--- src/rtl/fp_align_stage.sv ---
// ----------------------------------------------------------------------------
// fp_align_stage
//
// Front end of the pipelined floating-point add/sub unit. Two IEEE-754 single
// operands are unpacked, the operation sign is folded into B, and the operands
// are ordered by magnitude (stage S1). The smaller mantissa is then
// right-aligned to the larger exponent with guard/round/sticky bits (stage S2).
// NaN/Inf inputs are decoded here and bypass the datapath as a packed result.
//
// Optional feature macro: SUBNORMAL_EN
//   defined   : exponent 0 with nonzero fraction is treated as a subnormal
//               (hidden bit 0, effective exponent 1)
//   undefined : subnormal inputs are flushed to signed zero
//
// Ports
//   Clk           rising-edge clock
//   Rst_n         asynchronous active-low reset
//   InValid       operand pair valid
//   InReady       stage accepts operands this cycle
//   OperandA      first operand (IEEE single)
//   OperandB      second operand (IEEE single)
//   Operation     0 = A+B, 1 = A-B
//   OutValid      output bundle valid
//   OutReady      downstream accepts bundle
//   ExponentBase  exponent of the larger-magnitude operand
//   MantissaLarge {hidden, fraction, 3'b000} of the larger operand
//   MantissaSmall aligned smaller mantissa, bit 0 is sticky
//   EffSub        effective subtraction
//   ResultSign    sign of the result
//   SpecialCase   NaN/Inf result, datapath outputs are zero
//   SpecialResult packed special result, valid when SpecialCase is set
// ----------------------------------------------------------------------------
module fp_align_stage #(
    parameter int DataSize     = 32,
    parameter int FractionSize = 23,
    parameter int ExponentSize = 8,
    parameter int MantissaSize = FractionSize + 1,
    parameter int RoundingSize = MantissaSize + 3
) (
    input  logic                    Clk,
    input  logic                    Rst_n,
    input  logic                    InValid,
    output logic                    InReady,
    input  logic [DataSize-1:0]     OperandA,
    input  logic [DataSize-1:0]     OperandB,
    input  logic                    Operation,
    output logic                    OutValid,
    input  logic                    OutReady,
    output logic [ExponentSize-1:0] ExponentBase,
    output logic [RoundingSize-1:0] MantissaLarge,
    output logic [RoundingSize-1:0] MantissaSmall,
    output logic                    EffSub,
    output logic                    ResultSign,
    output logic                    SpecialCase,
    output logic [DataSize-1:0]     SpecialResult
);

    localparam logic [ExponentSize-1:0] ExpOnes    = {ExponentSize{1'b1}};
    localparam logic [ExponentSize-1:0] ExpOne     = {{(ExponentSize-1){1'b0}}, 1'b1};
    localparam logic [ExponentSize-1:0] RoundLimit = ExponentSize'(RoundingSize);
    localparam logic [DataSize-1:0]     QuietNaN   =
        {1'b0, {ExponentSize{1'b1}}, 1'b1, {(FractionSize-1){1'b0}}};

    // ------------------------------------------------------------------
    // Handshake: each stage advances when it is empty or the stage after
    // it advances, so a full pipe still moves one pair per cycle.
    // ------------------------------------------------------------------
    logic s1Valid_q, s1Valid_d;
    logic outValid_q, outValid_d;
    logic s1Advance, s2Advance;

    assign s2Advance = ~outValid_q | OutReady;
    assign s1Advance = ~s1Valid_q | s2Advance;
    assign InReady   = s1Advance;

    // ------------------------------------------------------------------
    // Unpack and compare (combinational, feeds the S1 registers)
    // ------------------------------------------------------------------
    logic                    signA, signB;
    logic [ExponentSize-1:0] expRawA, expRawB, expA, expB, expEffA, expEffB;
    logic [FractionSize-1:0] fracRawA, fracRawB, fracA, fracB;
    logic                    hiddenA, hiddenB;
    logic                    aIsLarge, equalMag, effSubIn;
    logic                    nanA, nanB, infA, infB, specialIn;
    logic [DataSize-1:0]     specialResIn;

    always_comb begin
        signA    = OperandA[DataSize-1];
        signB    = OperandB[DataSize-1] ^ Operation;
        expRawA  = OperandA[DataSize-2 -: ExponentSize];
        expRawB  = OperandB[DataSize-2 -: ExponentSize];
        fracRawA = OperandA[FractionSize-1:0];
        fracRawB = OperandB[FractionSize-1:0];
        expA     = expRawA;
        expB     = expRawB;
`ifdef SUBNORMAL_EN
        fracA    = fracRawA;
        fracB    = fracRawB;
        expEffA  = (expRawA == '0 && fracRawA != '0) ? ExpOne : expRawA;
        expEffB  = (expRawB == '0 && fracRawB != '0) ? ExpOne : expRawB;
`else
        fracA    = (expRawA == '0) ? '0 : fracRawA;
        fracB    = (expRawB == '0) ? '0 : fracRawB;
        expEffA  = expRawA;
        expEffB  = expRawB;
`endif
        hiddenA  = (expA != '0);
        hiddenB  = (expB != '0);
        // Ordering uses the raw encoding, which is monotonic in magnitude
        // even across the subnormal/normal boundary; ties go to A.
        aIsLarge = {expA, fracA} >= {expB, fracB};
        equalMag = {expA, fracA} == {expB, fracB};
        effSubIn = signA ^ signB;

        nanA      = (expRawA == ExpOnes) && (fracRawA != '0);
        nanB      = (expRawB == ExpOnes) && (fracRawB != '0);
        infA      = (expRawA == ExpOnes) && (fracRawA == '0);
        infB      = (expRawB == ExpOnes) && (fracRawB == '0);
        specialIn = nanA | nanB | infA | infB;

        // Inf - Inf under effective subtraction is invalid, same as NaN in.
        if (nanA || nanB || (infA && infB && effSubIn)) begin
            specialResIn = QuietNaN;
        end else if (infA) begin
            specialResIn = {signA, ExpOnes, {FractionSize{1'b0}}};
        end else if (infB) begin
            specialResIn = {signB, ExpOnes, {FractionSize{1'b0}}};
        end else begin
            specialResIn = '0;
        end
    end

    // ------------------------------------------------------------------
    // S1 register next-state: load a new pair only on accept
    // ------------------------------------------------------------------
    logic [ExponentSize-1:0] s1ExpBase_q, s1ExpBase_d;
    logic [MantissaSize-1:0] s1MantLarge_q, s1MantLarge_d;
    logic [MantissaSize-1:0] s1MantSmall_q, s1MantSmall_d;
    logic [ExponentSize-1:0] s1Shift_q, s1Shift_d;
    logic                    s1EffSub_q, s1EffSub_d;
    logic                    s1Sign_q, s1Sign_d;
    logic                    s1Special_q, s1Special_d;
    logic [DataSize-1:0]     s1SpecialRes_q, s1SpecialRes_d;

    always_comb begin
        s1Valid_d      = s1Valid_q;
        s1ExpBase_d    = s1ExpBase_q;
        s1MantLarge_d  = s1MantLarge_q;
        s1MantSmall_d  = s1MantSmall_q;
        s1Shift_d      = s1Shift_q;
        s1EffSub_d     = s1EffSub_q;
        s1Sign_d       = s1Sign_q;
        s1Special_d    = s1Special_q;
        s1SpecialRes_d = s1SpecialRes_q;
        if (s1Advance) begin
            s1Valid_d = InValid;
            if (InValid) begin
                s1EffSub_d     = effSubIn;
                s1Special_d    = specialIn;
                s1SpecialRes_d = specialResIn;
                if (specialIn) begin
                    s1ExpBase_d   = '0;
                    s1MantLarge_d = '0;
                    s1MantSmall_d = '0;
                    s1Shift_d     = '0;
                    s1Sign_d      = specialResIn[DataSize-1];
                end else if (aIsLarge) begin
                    s1ExpBase_d   = expEffA;
                    s1MantLarge_d = {hiddenA, fracA};
                    s1MantSmall_d = {hiddenB, fracB};
                    s1Shift_d     = expEffA - expEffB;
                    // x - x rounds to +0 under round-to-nearest
                    s1Sign_d      = (effSubIn && equalMag) ? 1'b0 : signA;
                end else begin
                    s1ExpBase_d   = expEffB;
                    s1MantLarge_d = {hiddenB, fracB};
                    s1MantSmall_d = {hiddenA, fracA};
                    s1Shift_d     = expEffB - expEffA;
                    s1Sign_d      = signB;
                end
            end
        end
    end

    // ------------------------------------------------------------------
    // Alignment shifter: everything shifted past bit 0 is folded into the
    // sticky bit so rounding downstream sees any lost precision.
    // ------------------------------------------------------------------
    logic [RoundingSize-1:0] mantWide, shifted, lostMask, alignedSmall;

    always_comb begin
        mantWide = {s1MantSmall_q, 3'b000};
        shifted  = mantWide >> s1Shift_q;
        lostMask = ~({RoundingSize{1'b1}} << s1Shift_q);
        if (s1Shift_q >= RoundLimit) begin
            alignedSmall = {{(RoundingSize-1){1'b0}}, |s1MantSmall_q};
        end else begin
            alignedSmall = {shifted[RoundingSize-1:1],
                            shifted[0] | (|(mantWide & lostMask))};
        end
    end

    // ------------------------------------------------------------------
    // S2 register next-state: outputs only change when the stage advances,
    // which keeps them stable under back-pressure.
    // ------------------------------------------------------------------
    logic [ExponentSize-1:0] expBase_q, expBase_d;
    logic [RoundingSize-1:0] mantLarge_q, mantLarge_d;
    logic [RoundingSize-1:0] mantSmall_q, mantSmall_d;
    logic                    effSub_q, effSub_d;
    logic                    sign_q, sign_d;
    logic                    special_q, special_d;
    logic [DataSize-1:0]     specialRes_q, specialRes_d;

    always_comb begin
        outValid_d   = outValid_q;
        expBase_d    = expBase_q;
        mantLarge_d  = mantLarge_q;
        mantSmall_d  = mantSmall_q;
        effSub_d     = effSub_q;
        sign_d       = sign_q;
        special_d    = special_q;
        specialRes_d = specialRes_q;
        if (s2Advance) begin
            outValid_d = s1Valid_q;
            if (s1Valid_q) begin
                expBase_d    = s1ExpBase_q;
                mantLarge_d  = {s1MantLarge_q, 3'b000};
                mantSmall_d  = alignedSmall;
                effSub_d     = s1EffSub_q;
                sign_d       = s1Sign_q;
                special_d    = s1Special_q;
                specialRes_d = s1SpecialRes_q;
            end
        end
    end

    // ------------------------------------------------------------------
    // State registers for both stages
    // ------------------------------------------------------------------
    always_ff @(posedge Clk or negedge Rst_n) begin
        if (!Rst_n) begin
            s1Valid_q      <= 1'b0;
            s1ExpBase_q    <= '0;
            s1MantLarge_q  <= '0;
            s1MantSmall_q  <= '0;
            s1Shift_q      <= '0;
            s1EffSub_q     <= 1'b0;
            s1Sign_q       <= 1'b0;
            s1Special_q    <= 1'b0;
            s1SpecialRes_q <= '0;
            outValid_q     <= 1'b0;
            expBase_q      <= '0;
            mantLarge_q    <= '0;
            mantSmall_q    <= '0;
            effSub_q       <= 1'b0;
            sign_q         <= 1'b0;
            special_q      <= 1'b0;
            specialRes_q   <= '0;
        end else begin
            s1Valid_q      <= s1Valid_d;
            s1ExpBase_q    <= s1ExpBase_d;
            s1MantLarge_q  <= s1MantLarge_d;
            s1MantSmall_q  <= s1MantSmall_d;
            s1Shift_q      <= s1Shift_d;
            s1EffSub_q     <= s1EffSub_d;
            s1Sign_q       <= s1Sign_d;
            s1Special_q    <= s1Special_d;
            s1SpecialRes_q <= s1SpecialRes_d;
            outValid_q     <= outValid_d;
            expBase_q      <= expBase_d;
            mantLarge_q    <= mantLarge_d;
            mantSmall_q    <= mantSmall_d;
            effSub_q       <= effSub_d;
            sign_q         <= sign_d;
            special_q      <= special_d;
            specialRes_q   <= specialRes_d;
        end
    end

    assign OutValid      = outValid_q;
    assign ExponentBase  = expBase_q;
    assign MantissaLarge = mantLarge_q;
    assign MantissaSmall = mantSmall_q;
    assign EffSub        = effSub_q;
    assign ResultSign    = sign_q;
    assign SpecialCase   = special_q;
    assign SpecialResult = specialRes_q;

endmodule

--- config.mk ---
export PLATFORM = sky130hd
export DESIGN_NAME = fp_align_stage
export DESIGN_NICKNAME = d
export VERILOG_FILES = /design/src/rtl/fp_align_stage.sv
export SDC_FILE = /design/constraint.sdc
export NUM_CORES = 1
export LEC_CHECK = 0
export CAP_MARGIN = 25
export CORE_UTILIZATION = 50
export DETAILED_ROUTE_END_ITERATION = 16
export GPL_TIMING_DRIVEN = 1
export PLACE_DENSITY = 0.79
export SKIP_LAST_GASP = 1
export SLEW_MARGIN = 5
export SYNTH_ARGS = -nofsm -noshare
export SYNTH_HDL_FRONTEND = slang
export SYNTH_SLANG_ARGS = --single-unit
export TNS_END_PERCENT = 1
--- constraint.sdc ---
create_clock -name Clk -period 4.29 [get_ports Clk]
set_clock_uncertainty 0.15 [all_clocks]
set_input_delay 0.429 -clock Clk [delete_from_list [all_inputs] [get_ports Clk]]
set_output_delay 0.429 -clock Clk [all_outputs]
set_load 0.05 [all_outputs]
Yosys cells after proc, flatten, opt, wreduce, memory -nomap -nowiden
Cells that the tools add are included.
{"block": "op_classes", "n_lt_le_gt_ge": 2, "add_sub_neg": 2, "n_reduce_logical": 21, "n_bitwise": 12, "n_shift": 2, "muxes": 17, "n_eq_ne": 3}
{"op": "$mux 24", "count": 4}
{"op": "$mux 32", "count": 3}
{"op": "$logic_not 23->1", "count": 2}
{"op": "$mux 23", "count": 2}
{"op": "$reduce_bool 23->1", "count": 2}
{"op": "$mux 8", "count": 4}
{"op": "$eq 31x31->1", "count": 1}
{"op": "$ge 31x31->1", "count": 1}
{"op": "$and 27x27->27", "count": 1}
{"op": "$mux 27", "count": 1}
{"op": "$not 27->27", "count": 1}
{"op": "$reduce_or 27->1", "count": 1}
{"op": "$shl 27x8->27 const A", "count": 1}
{"op": "$shr 27x8->27", "count": 1}
{"op": "$reduce_or 24->1", "count": 1}
{"op": "$eq 8x8->1 const B", "count": 2}
{"op": "$logic_not 8->1", "count": 2}
{"op": "$reduce_bool 8->1", "count": 2}
{"op": "$sub 8x8->8", "count": 2}
{"op": "$ge 8x5->1 const B", "count": 1}
{"op": "$logic_and 1x1->1", "count": 7}
{"op": "$or 1x1->1", "count": 6}
{"op": "$reduce_and 2->1", "count": 2}
{"op": "$mux 1", "count": 3}
{"op": "3 further kinds", "count": 6}
{"block": "word_totals", "register_bits": 195, "output_inout_bits": 99, "wordCells": 76}

Longest topological paths before layout
{"block": "logic_depth", "ltp_word": 7, "mapped_depth": 16, "ltp_nobuf": 12}

Least setup slack after synthesis
Ideal clock, no wire load.
{"block": "synth_timing", "kind": "input-to-reg", "from": "in OperandA[23]", "to": "reg s1Shift_q[1]", "required_time_ns": 4.018, "setup_ns": 0.122, "path_buffers": 3, "cell_stages": 15, "arrival_time_ns": 3.034, "setup_slack_ns": 0.985, "cell_sequence": "nor4_1 > nand2_1 > clkbuf_1 > nand2_1 > inv_1 > ha_1 > a21oi_1 > o21ai_0 > a221oi_1 > a21boi_0 > buf_2 > nor2_2 > buf_4 > nand2_1 > a32o_1"}
{"block": "synth_between", "elab_chain_len": 6, "word_cells_on_any_way": 13, "classes_between": "add/sub: 2; order compare: 1; eq/ne: 1; mux: 3; bitwise: 3; reduce/logical: 3"}
{"item": "from (decl)", "line": "44", "source": "input logic [DataSize-1:0] OperandA,"}
{"item": "parallel branches: the longest is 5 deep, another holds $ge 31x31->1"}
{"item": "$mux 8 (*)", "line": "161", "source": "if (specialIn) begin"}
{"item": "to (signal assigned)", "line": "265", "source": "s1Shift_q <= s1Shift_d;"}
{"item": "to (decl)", "line": "139", "source": "logic [ExponentSize-1:0] s1Shift_q, s1Shift_d;"}
Every way passes the cells marked *.
A chain may end at the register's enable or synchronous reset.

Worst setup path after layout
{"block": "layout_timing", "from": "in OperandA[25]", "to": "reg s1Shift_q[5]"}
The elaborated chain is that of the path after synthesis.

==> results by group <==
Synthesis
  – Post-synth top area share: 0.377
  – Count leader, synth: dfrtp_1
  – Synth Instances: 998
  – Main combinational cell family by area after synthesis: compound AO/OA/AOI/OAI gates
  – Xor/xnor share of the synthesized area: 0.00193
  – Sequential fraction of the synthesis area: 0.377
  – Post-synthesis mux area share: 0.136
  – Count of cell types in the netlist: 65
  – Main flop type after synthesis: dfrtp_1
  – Largest area contributor in the netlist: dfrtp_1
  – Post-synthesis cell area: 0.00910 sq mm
  – #FFs+latches synth: 137
  – Yosys warns: 0
  – Ranking of synthesized cells by area: dfrtp_1 38%, mux2_2 6.1%, mux2i_1 6.1%, a22o_1 5.6%, o21ai_0 5.5%
  – Adder-Cell Fraction of Synth Area: 0.0567
  – FFs w/ async S/R, synth: 1.00
  – Number of synthesized flops with an enable pin: 0
  – Simple-gate share of the synthesized area: 0.142
  – Compound-Gate Fraction of Synth Area: 0.206
  – Syn avg cell area: 9.11 sq um
  – Synth cell count leaders: 137 x dfrtp_1, 124 x nand2_1, 100 x o21ai_0

Critical path
  – Startpoint types: input pin
  – CP Buf/Inv Count: 5
  – RR Endpoint: MantissaSmall[0]
  – Worst EP arrival: 4.02 ns
  – Crit path depth: 16
  – Reg2reg setup slack: 1.69 ns
  – CP Capture Type: register
  – CP max-delay cell: clkdlybuf4s50_1
  – CP startpoint: OperandA[25]
  – Required time worst endpoint: 4.52 ns
  – Setup CP Type: input pin to register
  – RR Startpoint: s1Shift_q[0]
  – Worst path max stage delay: 0.49 ns
  – Maximum fanout along the worst path: 25
  – Crit path cell chain: clkdlybuf4s50_1 > nor4_1 > nand2_1 > buf_4 > nand2_1 > inv_1 > ha_1 > nand4_1 > nor4_2 > nand3_1 > nand4_1 > buf_4 > nor2_2 > buf_4 > a2111oi_0 > a221o_1
  – CP delay by family, top: simple AND/OR/NAND/NOR gates
  – CP endpoint: s1Shift_q[5]
  – R2r worst-path depth: 8
  – CP most frequent cell: buf_4

Power
  – Leakage: 5.05 nW
  – Overall Power: 5.46 mW
  – P per Cell Area: 487 mW/mm^2
  – Maximum vdd drop: 0.323 mV

Clocking
  – H-tree depth: 4
  – TritonCTS Buffers: 17
  – Clk_lat worst skew: 0.44 ns
  – Root buf cell: clkbuf_16
  – CTS max path bufs: 2
  – PostCTS Resize Cnt: 0
  – Clock sinks: 137
  – Clock slew at reported path FFs: 0.06 ns
  – CTS tree: done

Layout
  – Nets: 1219
  – Layout cells sized above 1: 0.113
  – Number of diodes: 0
  – Area grow syn2layout: 23.3%
  – Fillers: 1455
  – Fin area: 0.0112 sq mm
  – Cell Count, Final, Fillers Out: 1348

Global route
  – Vias in the first global route: 7878
  – All-layer global routing usage: 0.290
  – GRT overflow: 0
  – First-pass GRT wire length: 41.5 mm
  – Largest net degree at the start of global routing: 108
  – Initial antenna violation count: 0

Drt
  – Final wirelength: 26.1 mm
  – Post-DR wirelength/cell: 19.4 um
  – Vias/cell: 6.13
  – Drt pass-1 iters: 5
  – Via count: 8262
  – Final routed DRC violation total: 0
  – Remaining antenna violation count: 0
  – Initial drt markers: 794

Placed design
  – Dpl ws: 0.145 ns
  – HPWL after DPL: 18.5 mm
  – # placed instances: 1312
  – Global placer's final weighted congestion: 0.962
  – IO buf count: 142
  – Area of placed instances: 0.0106 sq mm

Outcome
  – Status: completed

Timing
  – Measured slew at the worst slew-check pin: 1.01 ns
  – Maximum clock frequency: 263 MHz
  – Slew headroom: 0.325
  – Worst Slack Setup Final: 0.491 ns
  – Final setup violation count: 0
  – Part of the cycle the worst path needs: 0.885
  – Minimum clock period: 3.80 ns
  – Fin. Hold Viols: 0
  – TNS Setup: 0 ns
  – RSZ-0062 raised after global routing: no
  – Fin. max-slew vios: 0

Floorplanning
  – Die Width: 137 um
  – Initial Util: 0.519
  – Num rows: 48
  – Die area: 0.0187 sq mm
  – IO Count: 168
  – Die height: 137 um
  – Core ar.: 0.0175 sq mm

Worst hold path
  – HP Class: input pin to async pin

Flow run
  – Max Cap Viol: 0
## kinds of logic (layout without fill, tap and decap cells)
family | Yosys count | in the layout
multiplexers | 110 | 110
AO/OA/AOI/OAI | 284 | 284
buffers and inverters | 149 | 250
other | 1 | 25
flip-flops | 137 | 137
adder cells (fa/ha/maj) | 40 | 40
XOR/XNOR | 2 | 2
AND/OR/NAND/NOR | 275 | 275
## stage by stage
step	utilization	hold WS, ns
after floorplan	-	-0.0166
after global placement	0.602	0.312
after detailed placement	0.602	0.323
after CTS	0.634	0.0172
after global routing	0.639	0.248
final	0.639	0.223
## worst min-delay path by stage
stage,from,to
global placement,MantissaSmall[13],MantissaSmall[13]
floorplan,Rst_n,EffSub
finish,Rst_n,OutValid
CTS,Rst_n,OutValid
global route,Rst_n,MantissaLarge[7]
detailed placement,s1ExpBase_q[2],s1ExpBase_q[2]
## routing by layer
layer | wire length [um] | vias up | track usage
met2 | 12400 | 431 | 0.463
met3 | 1880 | 54 | 0.0585
met4 | 807 | 0 | 0.128
met1 | 11000 | 3981 | 0.381
met5 | 0 | - | 0
li1 | - | 3796 | -
## registers in the layout (all words and copies together) (netlist names)
name	cells
MantissaSmall	27
MantissaLarge	24
s1MantLarge_q	24
s1MantSmall_q	24
ExponentBase	8
s1ExpBase_q	8
s1Shift_q	8
SpecialResult	3
s1SpecialRes_q	3
EffSub	1
OutValid	1
ResultSign	1
SpecialCase	1
s1EffSub_q	1
s1Sign_q	1
s1Special_q	1
s1Valid_q	1
## cells in the final DEF (no fill, tap or decap), drive strengths merged, types with 4 or more instances in the layout
master           n
clkdlybuf4s50  141
mux4             6
or4              4
a21o            10
o22ai            4
a22o            58
clkbuf          19
mux2i           55
nand2          124
nand4           11
inv             48
nor3            27
a221oi           5
a31oi            6
o21a             8
buf             30
clkinvlp         5
a2bb2oi          4
conb            25
dfrtp          137
or3              4
a211oi           6
nor3b            4
ha              38
nor4            20
nand3           11
clkinv           5
nor2            42
o211ai           7
o21ai          105
a21oi           43
nand2b           8
and2             6
mux2            49
or2              4
## repair_timing
| action | CTS | global route |
|---|---|---|
| setup buffers | 0 | 0 |
| hold endpoints to repair | 0 | 12 |
| hold buffers | 0 | 1 |
## cell type report
type	count	area [sq um]	area share
Multi-Input combinational cell	736	5040	0.449
Tap cell	225	282	0.0251
Clock inverter	13	121	0.0108
Clock buffer	19	443	0.0395
Sequential cell	137	3430	0.306
Timing Repair Buffer	172	1730	0.154
Inverter	46	173	0.0154
## where the power goes
group | leakage (nW) | internal, mW | total, mW | switching, mW
Combinational | 3.06 | 0.879 | 2.28 | 1.40
Clock | 0.262 | 0.814 | 1.41 | 0.599
Sequential | 1.73 | 1.54 | 1.77 | 0.234
No activity file was read; power rests on OpenSTA's default activity.
